[config.mk]
export PLATFORM = sky130hd
export DESIGN_NAME = serial_subtractor
export DESIGN_NICKNAME = d
export VERILOG_FILES = /design/src/rtl/serial_subtractor_full_sub.sv /design/src/rtl/serial_subtractor_half_sub.sv /design/src/rtl/serial_subtractor.sv
export SDC_FILE = /design/constraint.sdc
export NUM_CORES = 1
export LEC_CHECK = 0
export CAP_MARGIN = 20
export CORE_UTILIZATION = 39
export DETAILED_ROUTE_END_ITERATION = 8
export PLACE_DENSITY = 0.62
export SYNTH_ARGS = -nofsm -noshare
export SYNTH_HDL_FRONTEND = slang
export SYNTH_SLANG_ARGS = --single-unit
export TNS_END_PERCENT = 1
[constraint.sdc]
create_clock -name clk -period 3.08 [get_ports clk]
set_input_delay 0.462 -clock clk [delete_from_list [all_inputs] [get_ports clk]]
set_output_delay 0.462 -clock clk [all_outputs]
set_load 0.01 [all_outputs]
[src/rtl/serial_subtractor_full_sub.sv]
// Full subtractor: x - y - bin built from two half subtractors and an OR,
// the same gate-level shape as the full adder it parallels.
module full_subtractor (
  input  logic x,
  input  logic y,
  input  logic bin,
  output logic d,
  output logic bo
);

  logic d1;
  logic b1;
  logic b2;

  half_subtractor u_hs0 (
    .x  (x),
    .y  (y),
    .d  (d1),
    .bo (b1)
  );

  // Second stage: a borrow can only pass through when x == y (d1 == 0).
  half_subtractor u_hs1 (
    .x  (d1),
    .y  (bin),
    .d  (d),
    .bo (b2)
  );

  assign bo = b1 | b2;

endmodule

[src/rtl/serial_subtractor_half_sub.sv]
// Half subtractor: one-bit difference and borrow-out of x - y.
module half_subtractor (
  input  logic x,
  input  logic y,
  output logic d,
  output logic bo
);

  assign d  = x ^ y;
  assign bo = ~x & y;

endmodule

[src/rtl/serial_subtractor.sv]
// Bit-serial unsigned subtractor: computes (a - b) mod 2^WIDTH one bit per
// cycle, LSB first, and reports the final borrow (set iff a < b).
module serial_subtractor #(
  parameter int WIDTH = 8
) (
  input  logic             clk,
  input  logic             rst,
  input  logic             start,
  input  logic [WIDTH-1:0] a,
  input  logic [WIDTH-1:0] b,
  output logic             busy,
  output logic             done,
  output logic [WIDTH-1:0] diff,
  output logic             bout
);

  localparam logic [1:0] ST_IDLE = 2'd0;
  localparam logic [1:0] ST_RUN  = 2'd1;
  localparam logic [1:0] ST_DONE = 2'd2;

  // The counter must reach WIDTH after the last bit.
  localparam int CNT_W = $clog2(WIDTH + 1);

  typedef enum logic [1:0] {
    IDLE = ST_IDLE,
    RUN  = ST_RUN,
    DONE = ST_DONE
  } state_t;

  state_t           state;
  state_t           state_next;
  logic [WIDTH-1:0] a_sr;
  logic [WIDTH-1:0] b_sr;
  // Holds the WIDTH-1 difference bits produced so far; the final bit is
  // merged in directly when the result is published on DONE entry.
  logic [WIDTH-2:0] partial;
  logic             borrow;
  logic [CNT_W-1:0] cnt;
  logic             bit_d;
  logic             bit_bo;
  logic             last_bit;

  assign last_bit = (cnt == CNT_W'(WIDTH - 1));

  full_subtractor u_fs (
    .x   (a_sr[0]),
    .y   (b_sr[0]),
    .bin (borrow),
    .d   (bit_d),
    .bo  (bit_bo)
  );

  // State register; reset wins over every transition.
  always_ff @(posedge clk) begin
    if (rst) begin
      state <= IDLE;
    end else begin
      state <= state_next;
    end
  end

  // Next-state logic: IDLE -> RUN on start, RUN for WIDTH cycles, one DONE cycle.
  always_comb begin
    state_next = state;
    case (state)
      IDLE:    if (start) state_next = RUN;
      RUN:     if (last_bit) state_next = DONE;
      DONE:    state_next = IDLE;
      default: state_next = IDLE;
    endcase
  end

  // Operand/result datapath: capture on accept, shift one bit per RUN cycle,
  // publish diff/bout on the edge that enters DONE.
  always_ff @(posedge clk) begin
    if (rst) begin
      a_sr    <= '0;
      b_sr    <= '0;
      partial <= '0;
      borrow  <= 1'b0;
      cnt     <= '0;
      diff    <= '0;
      bout    <= 1'b0;
    end else begin
      case (state)
        IDLE: begin
          if (start) begin
            a_sr   <= a;
            b_sr   <= b;
            borrow <= 1'b0;
            cnt    <= '0;
          end
        end
        RUN: begin
          a_sr   <= a_sr >> 1;
          b_sr   <= b_sr >> 1;
          borrow <= bit_bo;
          cnt    <= cnt + CNT_W'(1);
          if (WIDTH > 2) begin
            partial <= {bit_d, partial[WIDTH-2:1]};
          end else begin
            partial <= bit_d;
          end
          if (last_bit) begin
            diff <= {bit_d, partial};
            bout <= bit_bo;
          end
        end
        default: begin
        end
      endcase
    end
  end

  assign busy = (state != IDLE);
  assign done = (state == DONE);

endmodule

---- After elaboration in Yosys (flattened, before gate mapping) ----
Index checks and enable logic that the tools add are counted.
storage, ports and cells
  output and inout port bits .............. 11
  flip-flop bits (word level) ............. 39
  logic and storage cells ................. 38
cells by class
  $add $sub $neg .......................... 1
  mux-type cells .......................... 11
  reductions and logical operators ........ 6
  bitwise logic cells ..................... 7
  equality and inequality tests ........... 5
operator list
  kind                 count
  $pmux 8 s2           2
  $mux 8               2
  $pmux 4 s2           1
  $reduce_and 2->1     3
  $add 4x1->4 const B  1
  $eq 4x3->1 const B   1
  $mux 2               2
  $mux 4               1
  $ne 2x2->1 const B   2
  $pmux 2 s2           1
  $reduce_bool 2->1    2
  $and 1x1->1          2
  $eq 2x1->1 const B   1
  $eq 2x2->1 const B   1
  $logic_not 2->1      1
  $not 1->1            2
  $pmux 1 s2           1
  $xor 1x1->1          2
  $mux 1               1
  $or 1x1->1           1

---- Longest topological paths before layout ----
Gate-level depths: netlist (run 1).
  word-level depth ........................ 5
  mapped depth ............................ 6
  depth with buffers taken out ............ 4

---- Cells and area by module ----
A second synthesis (run 1) with hierarchy kept.
unflattened totals
  cells, all modules ...................... 196
  area total of the unflattened synthesis .. 1,694.1 um2
modules (own cells, without submodules)
  module             instances  seq. area each (um2)  cells each  area an instance (um2)
  serial_subtractor  1          780.7                 189         1,647.8
  half_subtractor    2          0.0                   3           20.0
  full_subtractor    1          0.0                   1           6.3

---- Least setup slack after synthesis (run 1) ----
OpenSTA, ideal clock, no wires.
  path type ............................... register to register
  start point ............................. reg state[1]
  end point ............................... reg a_sr[1]
  data arrival time ....................... 1,196 ps
  setup time .............................. 122 ps
  data required time ...................... 2,958 ps
  buffers on the path ..................... 2
  slack ................................... 1,762 ps
  clock period less this slack ............ 1,318 ps
  stages on the path, launching flop included .. 6
  path through ............................ dfxtp_1 > o21bai_4 > nor2b_4 > buf_4 > buf_6 > a221o_1
on the way
  word-level cells in the longest chain between the ends .. 3
  elaborated cells on any way between the ends .. 6
  those cells by class .................... eq/ne: 2; mux: 1; reduce/logical: 3
ends and longest elaborated chain
  what                                                                     RTL line                 text
  start, declared                                                          serial_subtractor.sv:30  state_t state;
  start signal, assigned                                                   serial_subtractor.sv:58  state <= state_next;
  $eq 2x1->1 / $logic_not 2->1 (equally long branches)                     serial_subtractor.sv:85  case (state)
  $reduce_bool 2->1 (no source line) / $ne 2x2->1 (equally long branches)  -
  $reduce_and 2->1 (no source line)                                        -
  end signal, assigned                                                     serial_subtractor.sv:95  a_sr <= a_sr >> 1;
  end, declared                                                            serial_subtractor.sv:32  logic [WIDTH-1:0] a_sr;
Parallel ways exist; a longest one is shown, timed or not.
A chain may end at the register's enable or synchronous reset.

---- Final worst setup path (run 1) ----
  start point ............................. reg state[0]
  end point ............................... out busy
on the way
  word-level cells in the longest chain between the ends .. 1
ends and longest elaborated chain
  what               RTL line                  text
  $reduce_bool 2->1  serial_subtractor.sv:115  assign busy = (state != IDLE);
  end, declared      serial_subtractor.sv:11   output logic busy,
No other way between the ends.

==> flow_results.org, run 1 <==
** Cells and area
- Cells with a size suffix above 1 make up roughly 6% of the layout.
- Reg area :: 780.7 um2
- Util after Layout :: around half
- Fill cells :: 358
- Number of nets at the end of the flow :: slightly above 200
- Layout-stage area growth over the synthesis result :: 21.64%
- In the final layout, the multi-input gates occupy between 700 and 800 um2.
- Number of standard cells in the final layout excluding fillers :: approximately 230
- 0 antenna diodes ended up in the layout.

** Logic synthesis
- The cell count after synthesis came out at 160.
- Sorting the synthesized cells by how often they occur yields 39 x sky130_fd_sc_hd__dfxtp_1, 19 x sky130_fd_sc_hd__nand2_1, 17 x sky130_fd_sc_hd__a21oi_1.
- Number of synthesized flops with an enable pin :: 0
- In the post-synthesis netlist, the cell with the most instances is sky130_fd_sc_hd__dfxtp_1.
- After synthesis, the mean cell area works out to roughly 10 um2.
- Synthesis instantiated 33 different standard cells from the library.
- Seq/Total Area, Yosys :: 48.75%
- Number of register bits inferred by synthesis :: 39
- Of all flip-flops after synthesis, the portion carrying an async set or reset was 0%.
- Largest area contributor in the synthesized netlist :: sky130_fd_sc_hd__dfxtp_1
- The number of nets handed over by synthesis was approximately 180.
- Yosys printed 0 warnings.
- Top_reg_cell synth :: sky130_fd_sc_hd__dfxtp_1
- Top area cells in the synthesized netlist :: sky130_fd_sc_hd__dfxtp_1 49%, sky130_fd_sc_hd__a221o_1 8.8%, sky130_fd_sc_hd__and2_1 5.5%
- In this run the biggest area consumer among cell types represents approximately 50% of the synthesized area.
- Post-synthesis cell area :: ~0.0016 mm2

** Drt
- Routed via count :: 1,251
- DR pass1 iterations :: 4
- The detailed router finished its first iteration with around 120 violations.
- After detailed routing, the number of remaining DRC violations is 0.
- Final Routed Wirelength :: about 3.1 mm
- Via-per-instance ratio :: 5.416
- In this run the remaining antenna-violating nets after routing total 0.
- Dividing the detail-routed wire length by the instance count gives 13.27 um.

** Flow run
- Across the run, the number of max-cap violations was 0.

** Die
- Die Width :: ~66 um
- Initial Utilization :: 42.16%
- After floorplanning, the core was sized to cover between 0.003 and 0.004 mm2.
- Row Count :: 22
- Die ar. :: around 0.0044 mm2
- The floorplan step set the die height to approximately 66 um.
- In this run the count of I/O pins placed on the die edge is 30.

** Clocking
- Clock root cell :: sky130_fd_sc_hd__clkbuf_8
- Count of cells resized by post-cts repair :: 0
- For the worst-skew pair, the clock arrives at the later sink with an insertion delay of approximately 0.28 ns.
- Maximum root-to-sink buffer count :: 2
- Number of CTS-inserted buffers :: 5
- The number of setup buffers added after CTS is 0.
- Clock tree sinks :: 39
- Buffers inserted to repair hold after CTS numbered 0.
- TritonCTS built the clock tree.
- Clock Pin Slew Worst Setup and Hold Paths :: around 0.070 ns
- The H-tree was split into 2 levels.

** Timing
- Final hold violations :: 0
- Based on the critical path, the design can be clocked at up to between 400 and 500 MHz.
- At the pin with the least slew margin, the transition time is ~0.73 ns.
- Tcrit/Tclk final :: between 60% and 70%
- Worst clock skew :: between 0.003 and 0.004 ns
- Final setup vio count :: 0
- The worst path needs 2.004 ns of the cycle, external delays included.
- Summed over all failing endpoints, the final setup total negative slack is 0 ns.
- The final count of pins violating max slew came to 0.
- Setup repair after global routing missed its margin :: false
- Worst-case headroom to the max-slew limit :: between 50% and 60%

** Global routing
- Wire length of the first global-routing pass :: between 5 and 6 mm
- Initial antenna violation count :: 0
- Total overflow reported by the global router :: 0
- All-layer global routing usage :: 16.07%
- The number of global-route vias before repair came to between 1,000 and 1,500.
- Pin count of the biggest net entering global routing :: 24

** Worst setup path
- In this run the critical register-to-register path is launched from state[0].
- Element type at the critical path start :: register
- The critical path starts at state[0].
- Type of the setup path with the least slack :: reg2out
- The worst setup path is captured at an output pin.
- Biggest fanout along the worst timing path :: 9
- Data on the critical path arrives at its endpoint at between 1.5 and 2 ns.
- Data on the critical path is required at its endpoint by 2.62 ns.

** Pwr
- IR analysis of the VDD net gives a maximum drop of 0.0002881 V.
- Summing internal, switching and leakage power gives 0.9522 mW.
- For this design the ratio of total power to cell area is between 400 and 500 mW/mm2.
- Cell leakage power :: approximately 0.67 nW

** Placement
- HPWL Detailed :: 2.089 mm
- In this run, placement finished with an instance count of about 230.
- Buffers placed on the I/O ports in this run total 29.
- Final weighted congestion in routability-driven placement :: 0.7433

** Worst hold path
- Path type of the worst min-delay path :: reg2reg
- Hold Path Origin :: partial[0]

** Status
- Run status :: completed
==> cells in the final DEF, fill, tap and decap left out, types with 2 or more instances in the layout <==
cell type	Yosys	routed
sky130_fd_sc_hd__nand3_1	10	10
sky130_fd_sc_hd__a221o_1	14	14
sky130_fd_sc_hd__clkdlybuf4s50_1	0	29
sky130_fd_sc_hd__and2_1	14	14
sky130_fd_sc_hd__a21oi_1	17	17
sky130_fd_sc_hd__inv_1	2	2
sky130_fd_sc_hd__clkbuf_8	0	5
sky130_fd_sc_hd__nand2b_1	2	2
sky130_fd_sc_hd__dfxtp_1	39	39
sky130_fd_sc_hd__nand2_1	19	19
sky130_fd_sc_hd__o31ai_1	8	8
sky130_fd_sc_hd__a22o_1	3	3
==> report_power, final <==
part | switching (mW) | internal [mW]
sequential | 0.0171 | 0.525
clock | 0.156 | 0.151
combinational | 0.0502 | 0.0527
==> path summary, 6_finish.rpt <==
| kind | to | slack (ns) | depth (start not counted) |
|---|---|---|---|
| worst max-delay path | busy | 1.08 | 2 |
| worst min-delay path | partial[0] | 0.46 | 2 |
| worst max register to register | b_sr[0] | 1.27 | 3 |
| worst min register to register | partial[0] | 0.46 | 2 |
==> metrics by stage <==
stage               setup slack [ns]  area, um2  hold slack, ns
global route                  0.9852       1948          0.4825
global placement               1.120       1876          0.4444
floorplan                      1.762       1602          0.4323
finish                         1.076       1948          0.4641
detailed placement             1.072       1876          0.4509
CTS                            1.049       1948          0.4615
==> cell families after synthesis <==
logic type                 share of synthesized area, %
AOI/OAI and AO/OA                                 23.20
and+or+nand+nor                                   19.69
DFF                                               48.75
adders and majority gates                         2.031
buffers and inverters                             5.703
muxes                                            0.6250
==> sequential cells by signal, summed over array words and instances, names as in the netlist <==
signal,count
cnt,4
borrow,1
partial,7
a_sr,8
state,2
diff,8
b_sr,8
bout,1
==> routing by layer <==
layer	up-vias	share of wire [%]	routed length, um	track usage [%]
met5	-	0	0	0
met4	0	1.8	54	8.777
met3	6	4.1	126	4.138
met2	34	50	1533	25.38
met1	580	44	1352	19.79
li1	631	-	-	-
==> layout make-up <==
type,instances,share of cell area [%]
Clock buffer,6,3.725
Inverter,2,0.3854
Multi-Input combinational cell,106,37.44
Sequential cell,39,40.08
Tap cell,48,3.083
Timing Repair Buffer,30,15.29
==> critical path, stage by stage, from the launching register on <==
cell,delay (ns)
sky130_fd_sc_hd__dfxtp_1,0.56
sky130_fd_sc_hd__or2_2,0.18
sky130_fd_sc_hd__clkdlybuf4s50_1,0.52
Power figures use the tool's default switching activity.
==> inputs of run 2 (changes only) <==
--- a/config.mk
+++ b/config.mk
@@ -8,7 +8,7 @@
 export CAP_MARGIN = 20
 export CORE_UTILIZATION = 39
 export DETAILED_ROUTE_END_ITERATION = 8
-export PLACE_DENSITY = 0.62
+export PLACE_DENSITY = 0.64
 export SYNTH_ARGS = -nofsm -noshare
 export SYNTH_HDL_FRONTEND = slang
 export SYNTH_SLANG_ARGS = --single-unit
==> constraint.sdc (replaced) <==
create_clock -name clk -period 1.83 [get_ports clk]
set_input_delay 0.2745 -clock clk [delete_from_list [all_inputs] [get_ports clk]]
set_output_delay 0.2745 -clock clk [all_outputs]
set_load 0.01 [all_outputs]
==> run 2 against run 1 <==
Effect of this change: global-route usage is 0.34 points higher; sequential share of layout area is 0.80 points lower; critical path depth stayed put; clock power is 78% higher; combinational power is 79% higher; non-clock buffer count is 3 higher; power is 72% higher; flip-flop and latch count stayed put; die area stayed put; clock-buffer cell count is 1 higher.
==> flow_results.org, run 2 (synthesized netlist as in run 1, its figures left out) <==
** Clocking
- Clock tree sinks :: 39 (unchanged)
- Maximum root-to-sink buffer count :: 2 (unchanged)
- The clock slew at the register clock pins of the worst setup and hold paths was 0.07 ns (about the same).
- Post-CTS repair timing setup buffer count :: 0 (unchanged)
- The root buffer cell is sky130_fd_sc_hd__clkbuf_8 (unchanged).
- TritonCTS clock tree :: done (unchanged)
- The H-tree depth reported by CTS was 2 (unchanged).
- The insertion delay to the later sink of the worst-skew pair is 0.28 ns (about the same).
- Number of CTS-inserted buffers :: 5 (unchanged)

** Drt
- The initial detailed-routing violation count came to 106 (was 115).
- The wire length after detailed routing was 3.037 mm (was 3.066 mm).
- Routed wirelength normalized by instance count :: 12.87 um (was 13.27 um)
- The number of antenna-violating nets in the routed design came to 0 (unchanged).
- Number of remaining DRC errors :: 0 (unchanged)
- Via-per-instance ratio :: 5.314 (was 5.416)
- The first-pass iteration count of the detailed router came to 4 (unchanged).
- The vias after detailed routing is 1,254 (was 1,251).

** Global routing
- The number of global-route vias before repair came to 1,256 (was 1,129).
- Total overflow reported by the global router :: 0 (unchanged)
- Initial antenna violation count :: 0 (unchanged)
- Pin count of the biggest net entering global routing :: 24 (unchanged)
- Wire length of the first global-routing pass :: 5.602 mm (was 5.209 mm)
- The overall fraction of global-route tracks in use is 16.41% (was 16.07%).

** Pwr
- Share of power burned in the clock network :: 33.2% (was 32.2%)
- Power Dens Cells :: 823.2 mW/mm2 (was 488.8 mW/mm2)
- The leakage power of the design was 0.6997 nW (was 0.6744 nW).
- The part of the power in combinational logic is 11.2% (was 10.8%).
- The switching fraction of total power is 23.84% (was 23.47%).
- Net switching component of the power :: 0.3915 mW (was 0.2235 mW)
- The relative contribution of sequential cells to total power came to 55.6% (was 57.0%).
- The worst-case vdd ir drop came to 0.0004142 V (was 0.0002881 V).
- The total internal power was 1.250 mW (was 0.7287 mW).

** Timing
- Accumulated negative setup slack :: 0 ns (unchanged)
- The smallest clock period supported by the final layout is computed as roughly 1.7 ns.
- Final-report max-slew violation count :: 0 (unchanged)
- The number of hold violations in the final report came to 0 (unchanged).
- The clock tree skew after final layout is 0.005978 ns (was 0.003342 ns).
- Tcrit/Tclk final :: 92.87%
- Setup repair after global routing missed its margin :: false (unchanged)
- Worst-case headroom to the max-slew limit :: 72.53% (was 51.12%)
- The worst-margin pin slew was 0.4120 ns (was 0.7332 ns).
- Highest achievable clock rate :: a little under 600 MHz
- Final setup vio count :: 0 (unchanged)

** Cells and area
- Layout-stage area growth over the synthesis result :: 24.53% (was 21.64%)
- Reg area :: 783.3 um2 (was 780.7 um2)
- Most frequent cells in the layout :: 37 x sky130_fd_sc_hd__dfxtp_1, 29 x sky130_fd_sc_hd__clkdlybuf4s50_1, 19 x sky130_fd_sc_hd__nand2_1 (was 39 x sky130_fd_sc_hd__dfxtp_1, 29 x sky130_fd_sc_hd__clkdlybuf4s50_1, 19 x sky130_fd_sc_hd__nand2_1)
- The area of the multi-input gates was 729.5 um2 (unchanged).
- Fill cells :: 351 (was 358)
- Inserted Diodes :: 0 (unchanged)
- Number of nets at the end of the flow :: 208 (was 205)
- The most common library cell in the layout ignoring fill and taps is sky130_fd_sc_hd__dfxtp_1 (unchanged).
- The total non-filler cell area in the finished layout came to 0.001994 mm2 (was 0.001948 mm2).
- Largest registers: a_sr x8, b_sr x8, diff x8 (unchanged).
- The share of layout cells above drive strength 1 came to 9.043% (was 6.011%).

** Status
- Run status :: completed (unchanged)

** Die
- Die Width :: 66.08 um (unchanged)
- The site row count was 22 (unchanged).
- Total I/O pin count :: 30 (unchanged)
- Initial Utilization :: 42.16% (unchanged)
- Area of the placeable core :: 0.003799 mm2 (unchanged)
- The floorplan die area is 0.004367 mm2 (unchanged).
- The height of the die came to 66.08 um (unchanged).

** Worst hold path
- The kind of path behind the tightest hold check is reg2reg (unchanged).

** Worst setup path
- The data required time of the critical path is 1.56 ns (was 2.62 ns).
- Biggest fanout along the worst timing path :: 9 (unchanged)
- Type of the setup path with the least slack :: reg2out (unchanged)
- Worst endpoint data arrival time :: 1.43 ns (was 1.54 ns)
- Element type at the critical path start :: register (unchanged)
- CP endpoint kind :: output pin (unchanged)

** Placement
- Final weighted congestion in routability-driven placement :: 0.7509 (was 0.7433)
- The post-detailed-placement cell area is 0.001911 mm2 (was 0.001876 mm2).
- The count of port buffers added during placement is 29 (unchanged).
- HPWL Detailed :: 2.120 mm (was 2.089 mm)

** Flow run
- The total of max-cap violations is 0 (unchanged).
## run 2: changes by cell type in the layout (fill, tap and decap cells not counted), sizes merged
cell / previous run / this run
buf: 1 / 4
clkbuf: 6 / 7
clkinv: 0 / 1
## run 2: stage by stage
stage          util, %  hold slack (ns)  power, mW  std cells  setup slack, ns
5_1_grt          52.50           0.4854      1.720        236          0.08119
3_3_place_gp     50.30           0.4462      1.110        228           0.1691
6_report         52.50           0.4626      1.642        236           0.1305
4_1_cts          52.47           0.4653      1.655        236          0.06954
2_1_floorplan        -           0.4071      1.051        160           0.5123
3_5_place_dp     50.30           0.4550      1.116        228           0.1445
## run 2: final timing paths
| path | startpoint | end | slack, ns | depth (start not counted) |
|---|---|---|---|---|
| worst min register to register | partial[0] | partial[0] | 0.46 | 2 |
| worst max register to register | cnt[0] | bout | 0.36 | 4 |
| worst max-delay path | state[0] | busy | 0.13 | 2 |
| worst min-delay path | partial[0] | partial[0] | 0.46 | 2 |
## run 2: timing repair
action                                  CTS  global route
resized for setup                         1             1
hold buffers                              0             0
endpoints found under the setup margin    1             1
## run 2: metal layers
layer | track usage, % | share of wire [%] | vias up
li1 | - | - | 635
met1 | 21.10 | 49 | 583
met2 | 26.66 | 46 | 31
met3 | 4.655 | 4.4 | 5
met4 | 4.521 | 0.82 | 0
met5 | 0 | 0 | -
## run 2: worst max-delay path, cell delays in order, from the launching register on
cell and delay (ns):
sky130_fd_sc_hd__dfxtp_2 0.39, sky130_fd_sc_hd__or2_2 0.28, sky130_fd_sc_hd__clkdlybuf4s50_1 0.48
## run 2: power groups by stage
stage / Sequential [mW] / Clock [mW] / Combinational, mW
after CTS: 0.913 / 0.556 / 0.186
after global routing: 0.917 / 0.600 / 0.204
after floorplan: 0.918 / 0 / 0.133
after detailed placement: 0.931 / 0 / 0.185
final: 0.912 / 0.545 / 0.184
after global placement: 0.930 / 0 / 0.181
## run 2: layout make-up
type | instances | share of cell area [%]
repair buffers | 33 | 16.69
clock inverters | 1 | 0.2509
flip-flops and latches | 39 | 39.27
multi-input cells | 106 | 36.57
clock buffers | 7 | 3.827
inverters | 2 | 0.3764
well taps | 48 | 3.011
==> patch 1, RTL diff (settings of run 2) <==
The parameter `WIDTH` goes from 8 to 16.
--- a/src/rtl/serial_subtractor.sv
+++ b/src/rtl/serial_subtractor.sv
@@ -1,7 +1,7 @@
 // Bit-serial unsigned subtractor: computes (a - b) mod 2^WIDTH one bit per
 // cycle, LSB first, and reports the final borrow (set iff a < b).
 module serial_subtractor #(
-  parameter int WIDTH = 8
+  parameter int WIDTH = 16
 ) (
   input  logic             clk,
   input  logic             rst,
Ports: changed (resized a, b and diff); port bits go from 30 to 54. No check against the original RTL was run, so the function may have changed too.
==> patch 1 against run 2 <==
- count of clock-buffer cells in the layout rose by 3
- power is 120% higher
- synthesized area grew 84%
- worst hold slack got worse by 0.12 ns
- non-clock buffer count is 33 higher
- cell area grew 95%
- synthesized cell count grew 120%
- setup slack worse by 0.042 ns
- critical path depth rose by 1
- sequential cell count increased by 33
- clock power rose to 2.9 times the old value
- combinational power rose by 110%
- routed wire length up 100%
- largest cell class unchanged
==> patch 1: results (changes against run 2) <==
| Metric | Value |
|---|---|
| Leakage | 1.41 nW (was 0.700 nW) |
| Netlist cell types | 31 (was 33) |
| Worst Hold Class | in2reg (was reg2reg) |
| Post-CTS Resized | 0 (was 1) |
| M1 WL | 2950 um (was 1500 um) |
| Number of port buffers | 53 (was 29) |
| Clock network latency to the later pin of the worst-skew pair | 0.34 ns (was 0.28 ns) |
| Htree depth | 3 (was 2) |
| Synth top cells by count | 72 x dfxtp_1, 64 x nor2_1, 63 x nand2_1 (was 39 x dfxtp_1, 19 x nand2_1, 17 x a21oi_1) |
| Cts bufs inserted | 9 (was 5) |
| DP Wirelength | 4000 um (was 2120 um) |
| Biggest regs | a_sr (16), b_sr (16), diff (16) (was a_sr (8), b_sr (8), diff (8)) |
| Hold Path Origin | rst (was partial[0]) |
| Fill cell count | 705 (was 351) |
| Status | finished clean (unchanged) |
| Final weighted congestion in routability-driven placement | 0.789 (was 0.751) |
| Compound-Gate Fraction of Synth Area | 0.251 (was 0.232) |
| Worst-path maximum fanout | 4 (was 9) |
| Register area share after synthesis | 0.489 (was 0.487) |
| Initial DRC count | 82 (was 106) |
| DP Worst Slack | 0.250 ns (was 0.145 ns) |
| GRT Total Usage | 0.180 (was 0.164) |
| Synthesized net count | 391 (was 181) |
| Mux share of post-synthesis cell area | 0.00339 (was 0.00625) |
| Routed wl met2 | 2910 um (was 1380 um) |
| Slowest cell delay on critical path | 0.52 ns (was 0.48 ns) |
| Worst-case vdd ir drop | 0.591 mV (was 0.414 mV) |
| Share of layout cells above drive strength 1 | 0.0817 (was 0.0904) |
| Sw Pwr | 0.000831 W (was 0.000391 W) |
patch 1: cell count changes after synthesis, moves of 9 or more:
cell / delta
and2_1: -14
nand2_1: +44
a21oi_1: +15
a211oi_1: +31
a221o_1: -14
nor2_1: +63
clkbuf_1: +9
o2bb2ai_1: +24
buf_2: +11
dfxtp_1: +33
patch 1: logic make-up (layout without fill, tap and decap cells):
| kind of cell | count (synthesis) | count (layout) |
|---|---|---|
| AOI/OAI and AO/OA | 103 | 103 |
| muxes | 1 | 1 |
| and+or+nand+nor | 137 | 137 |
| DFF | 72 | 72 |
| buffers and inverters | 37 | 88 |
| adders and majority gates | 3 | 3 |
patch 1: stage by stage:
stage	cells	util	hold slack [ns]	area [um2]
global placement	487	0.498	0.443	3630
finish	503	0.534	0.339	3890
detailed placement	487	0.498	0.446	3630
floorplan	353	-	0.432	2950
global route	503	0.534	0.339	3890
CTS	503	0.533	0.323	3890
patch 1: final timing paths:
check	to	slack, ns	depth (start not counted)
worst max-delay path	busy	0.09	3
worst min-delay path	a_sr[15]	0.34	2
worst max register to register	bout	0.25	6
worst min register to register	diff[8]	0.45	2
patch 1: per-layer routing:
metal | GRT usage | vias up
met3 | 0.0693 | 8
met1 | 0.205 | 1173
li1 | - | 1313
met4 | 0.0620 | 0
met5 | 0 | -
met2 | 0.310 | 48
patch 1: power groups by stage:
stage	Clock (W)	Combinational, W	Sequential (W)
5_1_grt	0.00167	0.000421	0.00168
3_3_place_gp	0	0.000376	0.00171
2_1_floorplan	0	0.000236	0.00170
6_report	0.00156	0.000380	0.00168
3_5_place_dp	0	0.000383	0.00171
4_1_cts	0.00160	0.000385	0.00168
patch 1: layout make-up:
type	count	area, um2	area share
clock buffers	10	138	0.0354
clock inverters	6	115	0.0296
inverters	6	22.5	0.00579
multi-input cells	244	1340	0.344
flip-flops and latches	72	1440	0.370
well taps	99	124	0.0318
repair buffers	66	713	0.183
patch 1: worst reg2reg max path, delay by kind of cell (launching register included):
family                     cells  cell delay [ns]
AOI/OAI and AO/OA              1             0.21
adders and majority gates      2             0.43
buffers and inverters          1             0.15
DFF                            1             0.33
and+or+nand+nor                2             0.40
==> patch 2, RTL diff (flow settings as in run 2) <==
Without the edit above. Put a register stage on the outputs `busy` and `done`, cleared by the reset. The values now appear one clock later. The other outputs are not delayed to match.
--- a/src/rtl/serial_subtractor.sv
+++ b/src/rtl/serial_subtractor.sv
@@ -112,8 +112,15 @@
     end
   end
 
-  assign busy = (state != IDLE);
-  assign done = (state == DONE);
+  always_ff @(posedge clk) begin
+    if (rst) begin
+      busy <= '0;
+      done <= '0;
+    end else begin
+      busy <= (state != IDLE);
+      done <= (state == DONE);
+    end
+  end
 
 endmodule
 
Check against the original RTL: not equivalent (a bounded check fails within 4 cycles, from zero or initial values and one cycle with rst high).
==> patch 2 against run 2 <==
- largest power group unchanged
- utilization down 2.0 points
- routed wire length rose by 3.4%
- setup slack better by 0.17 ns
- synthesized area is 5.2% higher
- cell area up 3.6%
- sequential cell count is 2 higher
- power increased by 5.0%
- global-route usage fell by 0.28 points
- first-iteration DRC count decreased by 32%
==> patch 2: results (changes against run 2) <==
| Metric | Value |
|---|---|
| GRT Total Usage | 0.161 (was 0.164) |
| Clock root cell | clkbuf_8 (unchanged) |
| Flop2flop setup slack | 0.30 ns (was 0.36 ns) |
| First-pass GRT wire length | 5380 um (was 5600 um) |
| Worst-case vdd ir drop | 0.401 mV (was 0.414 mV) |
| Nets | 213 (was 208) |
| Final wirelength | 3140 um (was 3040 um) |
| Clock network latency to the later pin of the worst-skew pair | between 0.2 and 0.3 ns |
| Synthesized net count | 185 (was 181) |
| Netlist cell types | 33 (unchanged) |
| Final clock skew | 0.00273 ns (was 0.00598 ns) |
| Slowest cell on crit path | dfxtp_1 (was clkdlybuf4s50_1) |
| Data arrival, critical path | 1.70 ns (was 1.43 ns) |
| Worst Tran Pin Value | 0.441 ns (was 0.412 ns) |
| Share of layout cells above drive strength 1 | 0.115 (was 0.0904) |
| Drt first pass iters | 4 (unchanged) |
| Post-CTS Resized | 0 (was 1) |
| Post-CTS setup buffer count | 0 (unchanged) |
| Slowest cell delay on critical path | 0.38 ns (was 0.48 ns) |
| Initial antenna violation count | 0 (unchanged) |
| Worst-case reg-to-reg path depth | 5 (was 4) |
| DR vias | 1,267 (was 1,254) |
| Register area share after synthesis | 0.487 (about the same) |
| DP Wirelength | 2140 um (was 2120 um) |
| Hold depth | 1 (was 2) |
| Htree depth | 2 (unchanged) |
| Biggest regs | a_sr (8), b_sr (8), diff (8) (unchanged) |
| Synth top cells by count | 41 x dfxtp_1, 18 x nand2_1, 17 x a21oi_1 (was 39 x dfxtp_1, 19 x nand2_1, 17 x a21oi_1) |
| Status | finished clean (unchanged) |
| Inserted Diodes | 0 (unchanged) |
| Worst-path maximum fanout | 11 (was 9) |
| Vias in the first global route | 1,166 (was 1,256) |
| Final weighted congestion in routability-driven placement | 0.701 (was 0.751) |
| Number of port buffers | 29 (unchanged) |
| Cts bufs inserted | 5 (unchanged) |
| Largest net degree at the start of global routing | 28 (was 24) |
| Worst Hold Class | reg2reg (unchanged) |
| Async set-reset flop share out of synthesis | 0 (unchanged) |
| Yosys warnings | 0 (unchanged) |
| Leakage | 0.751 nW (was 0.700 nW) |
| Largest cells by area after synthesis | dfxtp_1 49%, a221o_1 8.3%, and2_1 5.6% (was dfxtp_1 49%, a221o_1 8.8%, and2_1 5.5%) |
| Initial DRC count | 72 (was 106) |
| Pwr/cell area | 835 nW/um2 (was 823 nW/um2) |
patch 2: changes by cell type in the layout (fill, tap and decap cells not counted), moves of 2 or more:
cell and delta:
dfxtp_2 -2, o31ai_1 -8, a21bo_1 +3, buf_4 +3, nor2_1 +2, a21bo_2 +5, dfxtp_1 +4
patch 2: cell families after synthesis:
family,synth area share
compound gates,0.232
buf+inv,0.0661
mux,0.00594
flops,0.487
fa+ha+maj,0.0193
simple gates,0.189
patch 2: per-layer routing:
metal  track usage  wire length, um
met5             0                0
met4        0.0957               77
met3        0.0405               96
met2         0.261             1540
met1         0.191             1430
patch 2: power breakdown:
group	leakage (nW)	switching (W)	internal, W
clock	0.0443	0.000287	0.000299
combinational	0.374	0.0000847	0.0000953
sequential	0.333	0.0000297	0.000929
patch 2: cell type report:
type | count | area, um2
tap | 50 | 62.6
sequential | 41 | 821
timing repair buffer | 35 | 335
fill | 396 | 2020
clock buffer | 7 | 86.3
inverter | 2 | 7.51
multi-input combinational | 107 | 753
patch 2: per-stage QoR:
step           hold slack (ns)  setup WS, ns  total power [W]  cells  instance area, um2
2_1_floorplan            0.407         0.474          0.00110    164                1690
3_3_place_gp             0.445         0.222          0.00115    235                1980
3_5_place_dp             0.458         0.167          0.00116    235                1980
4_1_cts                  0.471         0.291          0.00174    242                2070
5_1_grt                  0.491         0.179          0.00180    242                2070
6_report                 0.469         0.304          0.00172    242                2070
patch 2: path summary, 6_finish.rpt:
kind              startpoint  endpoint
setup / recovery      cnt[1]   diff[6]
hold / removal        borrow    borrow
setup reg to reg      cnt[1]   diff[6]
hold reg to reg       borrow    borrow
patch 2: critical path: cells and delay by family, from the launching register on:
family          cells  cell delay (ns)
flops               1             0.38
buf+inv             1             0.24
simple gates        1             0.37
compound gates      2             0.19
fa+ha+maj           1             0.22
